**config.mk**
```make
export PLATFORM = sky130hd
export DESIGN_NAME = mem_responder_flat
export DESIGN_NICKNAME = d
export VERILOG_FILES = /design/src/rtl/mem_responder_if.sv /design/src/rtl/mem_responder.sv /design/src/flat_wrapper.sv
export SDC_FILE = /design/constraint.sdc
export NUM_CORES = 2
export LEC_CHECK = 0
export CAP_MARGIN = 5
export CORE_UTILIZATION = 30
export CTS_BUF_LIST = sky130_fd_sc_hd__clkbuf_16
export DETAILED_ROUTE_END_ITERATION = 10
export SLEW_MARGIN = 10
export SYNTH_ARGS = -nofsm -noshare
export SYNTH_HDL_FRONTEND = slang
export SYNTH_SLANG_ARGS = --single-unit
```
**constraint.sdc**
```tcl
create_clock -name clk -period 8.5 [get_ports clk]
set_clock_uncertainty 0.15 [all_clocks]
set_input_delay 1.7 -clock clk [delete_from_list [all_inputs] [get_ports clk]]
set_output_delay 1.7 -clock clk [all_outputs]
set_load 0.01 [all_outputs]
```
**src/rtl/mem_responder_if.sv**
```systemverilog
// Memory bus between a CPU-side initiator and the memory responder.
// The initiator drives the request fields; the responder answers with data, ready, err and busy.
interface mem_responder_if #(
  parameter int DATA_W = 16
);
  logic              req;
  logic              we;
  logic [15:0]       addr;
  logic [DATA_W-1:0] wdata;
  logic [DATA_W-1:0] rdata;
  logic              ready;
  logic              err;
  logic              busy;

  modport master (
    output req, we, addr, wdata,
    input  rdata, ready, err, busy
  );

  modport slave (
    input  req, we, addr, wdata,
    output rdata, ready, err, busy
  );
endinterface

```
**src/rtl/mem_responder.sv**
```systemverilog
// Word-addressed RAM that serves one request at a time, answering after WAIT_STATES
// wait cycles with a one-cycle ready strobe and flagging out-of-range addresses.
module mem_responder #(
  parameter int DATA_W      = 16,
  parameter int ADDR_W      = 8,
  parameter int WAIT_STATES = 2
) (
  input  logic              clk,
  input  logic              rst,
  mem_responder_if.slave    bus
);

  typedef enum logic [1:0] {S_IDLE, S_WAIT, S_RESP} state_t;

  localparam logic [3:0] WS_INIT = 4'((WAIT_STATES > 0) ? WAIT_STATES - 1 : 0);

  state_t            state;
  logic [3:0]        cnt;
  logic              we_l;
  logic [15:0]       addr_l;
  logic [DATA_W-1:0] wdata_l;
  logic [DATA_W-1:0] rdata_r;
  logic              ready_r;
  logic              err_r;
  logic              busy_r;

  logic [DATA_W-1:0] mem [2**ADDR_W];

  logic              acc_fire;
  logic              acc_we;
  logic [15:0]       acc_addr;
  logic [DATA_W-1:0] acc_wdata;
  logic              acc_ok;

  // Any address bit above the implemented RAM makes the access out of range.
  function automatic logic in_range(input logic [15:0] a);
    return a[15:ADDR_W] == '0;
  endfunction

  // With zero wait states the access happens on the accepting edge, so the live
  // bus fields are used; otherwise the copies latched at accept time are used.
  always_comb begin
    acc_fire  = 1'b0;
    acc_we    = we_l;
    acc_addr  = addr_l;
    acc_wdata = wdata_l;
    if (state == S_IDLE && bus.req && WAIT_STATES == 0) begin
      acc_fire  = 1'b1;
      acc_we    = bus.we;
      acc_addr  = bus.addr;
      acc_wdata = bus.wdata;
    end else if (state == S_WAIT && cnt == 4'd0) begin
      acc_fire  = 1'b1;
    end
  end

  assign acc_ok = in_range(acc_addr);

  always_ff @(posedge clk) begin
    if (!rst && acc_fire && acc_we && acc_ok)
      mem[acc_addr[ADDR_W-1:0]] <= acc_wdata;
  end

  always_ff @(posedge clk) begin
    if (!rst && state == S_IDLE && bus.req) begin
      we_l    <= bus.we;
      addr_l  <= bus.addr;
      wdata_l <= bus.wdata;
    end
  end

  always_ff @(posedge clk) begin
    if (rst) begin
      state   <= S_IDLE;
      cnt     <= 4'd0;
      rdata_r <= '0;
      ready_r <= 1'b0;
      err_r   <= 1'b0;
      busy_r  <= 1'b0;
    end else begin
      ready_r <= 1'b0;
      err_r   <= 1'b0;
      if (acc_fire) begin
        ready_r <= 1'b1;
        err_r   <= !acc_ok;
        if (!acc_ok)
          rdata_r <= '0;
        else if (acc_we)
          rdata_r <= acc_wdata;
        else
          rdata_r <= mem[acc_addr[ADDR_W-1:0]];
      end
      case (state)
        S_IDLE: begin
          if (bus.req) begin
            busy_r <= 1'b1;
            if (WAIT_STATES == 0) begin
              state <= S_RESP;
            end else begin
              state <= S_WAIT;
              cnt   <= WS_INIT;
            end
          end
        end
        S_WAIT: begin
          if (cnt != 4'd0)
            cnt <= cnt - 4'd1;
          else
            state <= S_RESP;
        end
        S_RESP: begin
          state  <= S_IDLE;
          busy_r <= 1'b0;
        end
        default: begin
          state  <= S_IDLE;
          busy_r <= 1'b0;
        end
      endcase
    end
  end

  assign bus.rdata = rdata_r;
  assign bus.ready = ready_r;
  assign bus.err   = err_r;
  assign bus.busy  = busy_r;

endmodule

```
**src/flat_wrapper.sv**
```systemverilog
// flat-port wrapper written by rule: the top's interface ports become plain ports
module mem_responder_flat 
#(
  parameter int DATA_W      = 16,
  parameter int ADDR_W      = 8,
  parameter int WAIT_STATES = 2
)
  (clk, rst, bus_req, bus_we, bus_addr, bus_wdata, bus_rdata, bus_ready, bus_err, bus_busy);
  mem_responder_if #(.DATA_W(DATA_W)) bus_i ();
  input  logic clk;
  input  logic rst;
  input wire logic [$bits(bus_i.req)-1:0] bus_req;
  input wire logic [$bits(bus_i.we)-1:0] bus_we;
  input wire logic [$bits(bus_i.addr)-1:0] bus_addr;
  input wire logic [$bits(bus_i.wdata)-1:0] bus_wdata;
  output wire logic [$bits(bus_i.rdata)-1:0] bus_rdata;
  output wire logic [$bits(bus_i.ready)-1:0] bus_ready;
  output wire logic [$bits(bus_i.err)-1:0] bus_err;
  output wire logic [$bits(bus_i.busy)-1:0] bus_busy;
  assign bus_i.req = bus_req;
  assign bus_i.we = bus_we;
  assign bus_i.addr = bus_addr;
  assign bus_i.wdata = bus_wdata;
  assign bus_rdata = bus_i.rdata;
  assign bus_ready = bus_i.ready;
  assign bus_err = bus_i.err;
  assign bus_busy = bus_i.busy;
  mem_responder #(.DATA_W(DATA_W), .ADDR_W(ADDR_W), .WAIT_STATES(WAIT_STATES)) u_core (.clk(clk), .rst(rst), .bus(bus_i));
endmodule
```
==> impl_results.md <==
- TritonCTS Buffers: 424
- Floorplan die area: 535000 um^2
- # DRC: 0
- Most instantiated flip-flop cell in the synthesis netlist: sky130_fd_sc_hd__edfxtp_1
- Number of nets at the end of the flow: 7713
- Leakage power summed over all cells: 56.6 nW
- CP top delay family: compound AO/OA/AOI/OAI gates
- Status: completed
- Average wire per cell in the routed design: 29.8 um
- TritonCTS clock tree: built
- Worst vdd rail ir drop: 0.188 mV
- Combinational family with the most area after synthesis: multiplexers
- Drt pass-1 iters: 6
- Nature of the critical path endpoint: flip-flop
- Hold-fix buffers at CTS: 0
- Routed via count: between 70000 and 80000
- Synth warnings: 0
- Setup TNS after final layout: 0 ns
- Count of buffers added by post-CTS timing repair for setup: 0
- Setup repair after global routing missed its margin: no
- Share of final-layout standard cells stronger than drive strength 1: 26.4%
- Maximum number of pins on one net before global-route repair: 184
- Critical path type: reg -> reg
- Share of flip-flops with an asynchronous set or reset after synthesis: 0%
- Detail-routed via count per cell: 5.28
- Top-area cell type share of the netlist area: 77.7%
- Hold WC Path Type: reg -> reg
- Startpoint Class: flip-flop
- Synth area leaders: sky130_fd_sc_hd__edfxtp_1 (78%), sky130_fd_sc_hd__mux4_2 (14%), sky130_fd_sc_hd__mux2i_1 (1.7%)
- Cell area after synthesis: 160000 um^2
- Sw Pwr: 10.3 mW
- Layout Area Growth over Synthesis: 15.1%
- Buffer depth of the longest clock path: 4
- Power Density: around 240 nW/um^2
- Required time worst endpoint: 9.23 ns
- Final routed wirelength across all metal layers: 449000 um
- Antenna violations before repair: 25
- Adder-cell share of the synthesized area: 0.0157%
- Synthesized instance count: 7252
- Overall routing resource usage: 16.2%
- Simple-Gate Fraction of Synth Area: 1.95%
- Ordered cell list for the critical path: buf_12 -> mux4_2 -> mux2_2 -> o21ai_0 -> a31oi_1 -> a211oi_1 -> o22ai_1 -> o31a_1
- Initial Utilization: 30.2%
- Avg Inst Size Synth: 22.0 um^2
- Net count after synthesis: around 7300
- Cell with the most instances after synthesis: sky130_fd_sc_hd__edfxtp_1
- Max-slew violation count: 0
- Switching power as a share of total power: a little under a quarter
- Post-synth top cells: sky130_fd_sc_hd__edfxtp_1 (4129), sky130_fd_sc_hd__mux4_2 (963), sky130_fd_sc_hd__nor2_1 (316)
- Sum of net half-perimeters after detailed placement: 269000 um
- Worst rel slew slack: slightly below 8%
- Comb pwr share: just over 8%
- Top-level I/O count: 55
- Number of levels the H-tree was split into: 5
- Compound-Gate Fraction of Synth Area: 2.91%
- Maximum fanout encountered on the critical timing path: 91
- Clock Power Share: 41.2%
- Worst-case setup margin in the final layout: 3.27 ns
- Xor and xnor area share after synthesis: less than 1%
- Post-synthesis sequential area ratio: 78.1%
- Flip-flop and latch count after synthesis: 4162
- Data arrival time of the critical path: 5.96 ns
- Root buffer cell: sky130_fd_sc_hd__clkbuf_16
- Vias in the first global route: 78600
- Post-synth cell types: 71
- Part of the cycle the worst path needs: 61.5%
- Shortest clock period the worst path allows after layout: approximately 5.2 ns
- Routability congestion estimate: 0.949
- Delay of the slowest critical-path stage: 1.15 ns
- Wire length of the first global-routing pass: 624000 um
- Clock latency at the later pin of the worst-skew pair: 0.99 ns
- Placeable core region: 529000 um^2
- Sequential share of power: 50.7%
- Maximum Capacitance Violations: 0
- Mux share of post-synthesis cell area: 15.4%
- WP buf/inv: 1
- Port buffer count: 54
- Number of synthesized flops with an enable pin: approximately 4100
- Count of clock tree sinks: 4162
- Global route total overflow: 0
- Worst slack on hold paths: 0.324 ns
- Register clock-pin slew on the reported worst setup and hold paths: 0.06 ns
- Max Fclk: 0.191 GHz
- Antenna-violating nets left: 0
- X dimension of the die: 731 um
- Starting DRC count in detailed routing: 11600
- Internal power of the cells: 34.5 mW
- Rows: 267
- Cell taking the most area after synthesis: sky130_fd_sc_hd__edfxtp_1
- Slowest stage cell, crit path: sky130_fd_sc_hd__a211oi_1
- Die extent in y: 731 um
- Post-place setup slack: roughly 2.5 ns
- Worst slew pin tran: 1.38 ns
- Final setup violation count: 0
- PostCTS Resize Cnt: 0
- Hold Vio Cnt, Final: 0
layout by cell type, fill, tap and decap left out, drive strengths merged, types with 14 or more instances in the layout:
master | Yosys | routed
edfxtp | 4129 | 4129
mux4 | 963 | 963
clkbuf | 155 | 434
buf | 265 | 362
nor2 | 316 | 316
mux2i | 268 | 268
nand2 | 209 | 209
clkinv | 1 | 202
o22ai | 139 | 139
a22oi | 130 | 130
a21oi | 112 | 112
inv | 9 | 105
o21ai | 76 | 76
clkdlybuf4s50 | 0 | 54
nor3 | 50 | 50
nand3 | 48 | 48
o221ai | 47 | 47
bufinv | 0 | 46
a31oi | 34 | 34
dfxtp | 33 | 33
a211oi | 26 | 26
and3 | 20 | 20
and2 | 19 | 19
mux2 | 17 | 17
a21o | 14 | 14
a2111oi | 14 | 14
power by group through the flow:
stage / Sequential, mW / Clock, mW / Combinational [mW]
final: 22.7 / 18.4 / 3.65
after global placement: 23.1 / 0 / 3.59
after detailed placement: 23.1 / 0 / 3.63
after global routing: 22.7 / 19.4 / 3.77
after floorplan: 23.3 / 0 / 2.02
after CTS: 22.7 / 18.7 / 3.63
routing by layer:
layer / routed length (um) / up-vias / share of wire, % / GRT usage, %
met5: 28 / - / 0.0062 / 0
met4: 18100 / 4 / 4.0 / 5.78
met3: 44800 / 784 / 10 / 3.60
met2: 208000 / 4479 / 46 / 25.4
met1: 178000 / 42600 / 40 / 22.2
li1: - / 31600 / - / -
cell type report:
cell class | count | area (um^2)
antenna | 13 | 32.5
fill | 48600 | 346000
timing repair buffer | 417 | 3620
inverter | 10 | 47.5
tap | 6994 | 8750
multi-input combinational | 2660 | 32800
clock buffer | 433 | 10800
clock inverter | 356 | 2930
sequential | 4162 | 125000
sequential cells by signal, summed over array words and instances, names as in the netlist, named ones only:
register          cells
u_core.mem         4096
u_core.acc_addr      16
u_core.acc_wdata     16
u_core.cnt            4
u_core.bus.busy       1
u_core.acc_we         1
u_core.bus.err        1
u_core.bus.rdata     16
u_core.state          2
u_core.bus.ready      1
final timing paths:
kind | start | endpoint | slack, ns | depth (start not counted)
setup / recovery | flip-flop | u_core.bus.rdata[3] | 3.27 | 8
hold / removal | u_core.bus.busy | u_core.bus.busy | 0.32 | 1
setup reg to reg | flip-flop | u_core.bus.rdata[3] | 3.27 | 8
hold reg to reg | u_core.bus.busy | u_core.bus.busy | 0.32 | 1
metrics by stage:
stage	instance area (um^2)	power, mW	instances	utilization [%]
floorplan	160000	25.3	7252	-
global placement	170000	26.7	14200	32.1
detailed placement	170000	26.7	14200	32.1
CTS	184000	45.0	15000	34.7
global route	184000	45.9	15000	34.7
finish	184000	44.8	15000	34.7
kinds of logic (layout without fill, tap and decap cells):
family / after synthesis / after routing
multiplexers: 1248 / 1248
buffers and inverters: 430 / 1216
AO/OA/AOI/OAI: 684 / 684
adder cells (fa/ha/maj): 2 / 2
other: 0 / 13
AND/OR/NAND/NOR: 724 / 724
XOR/XNOR: 2 / 2
flip-flops: 4162 / 4162
No activity file was read; power rests on OpenSTA's default activity.
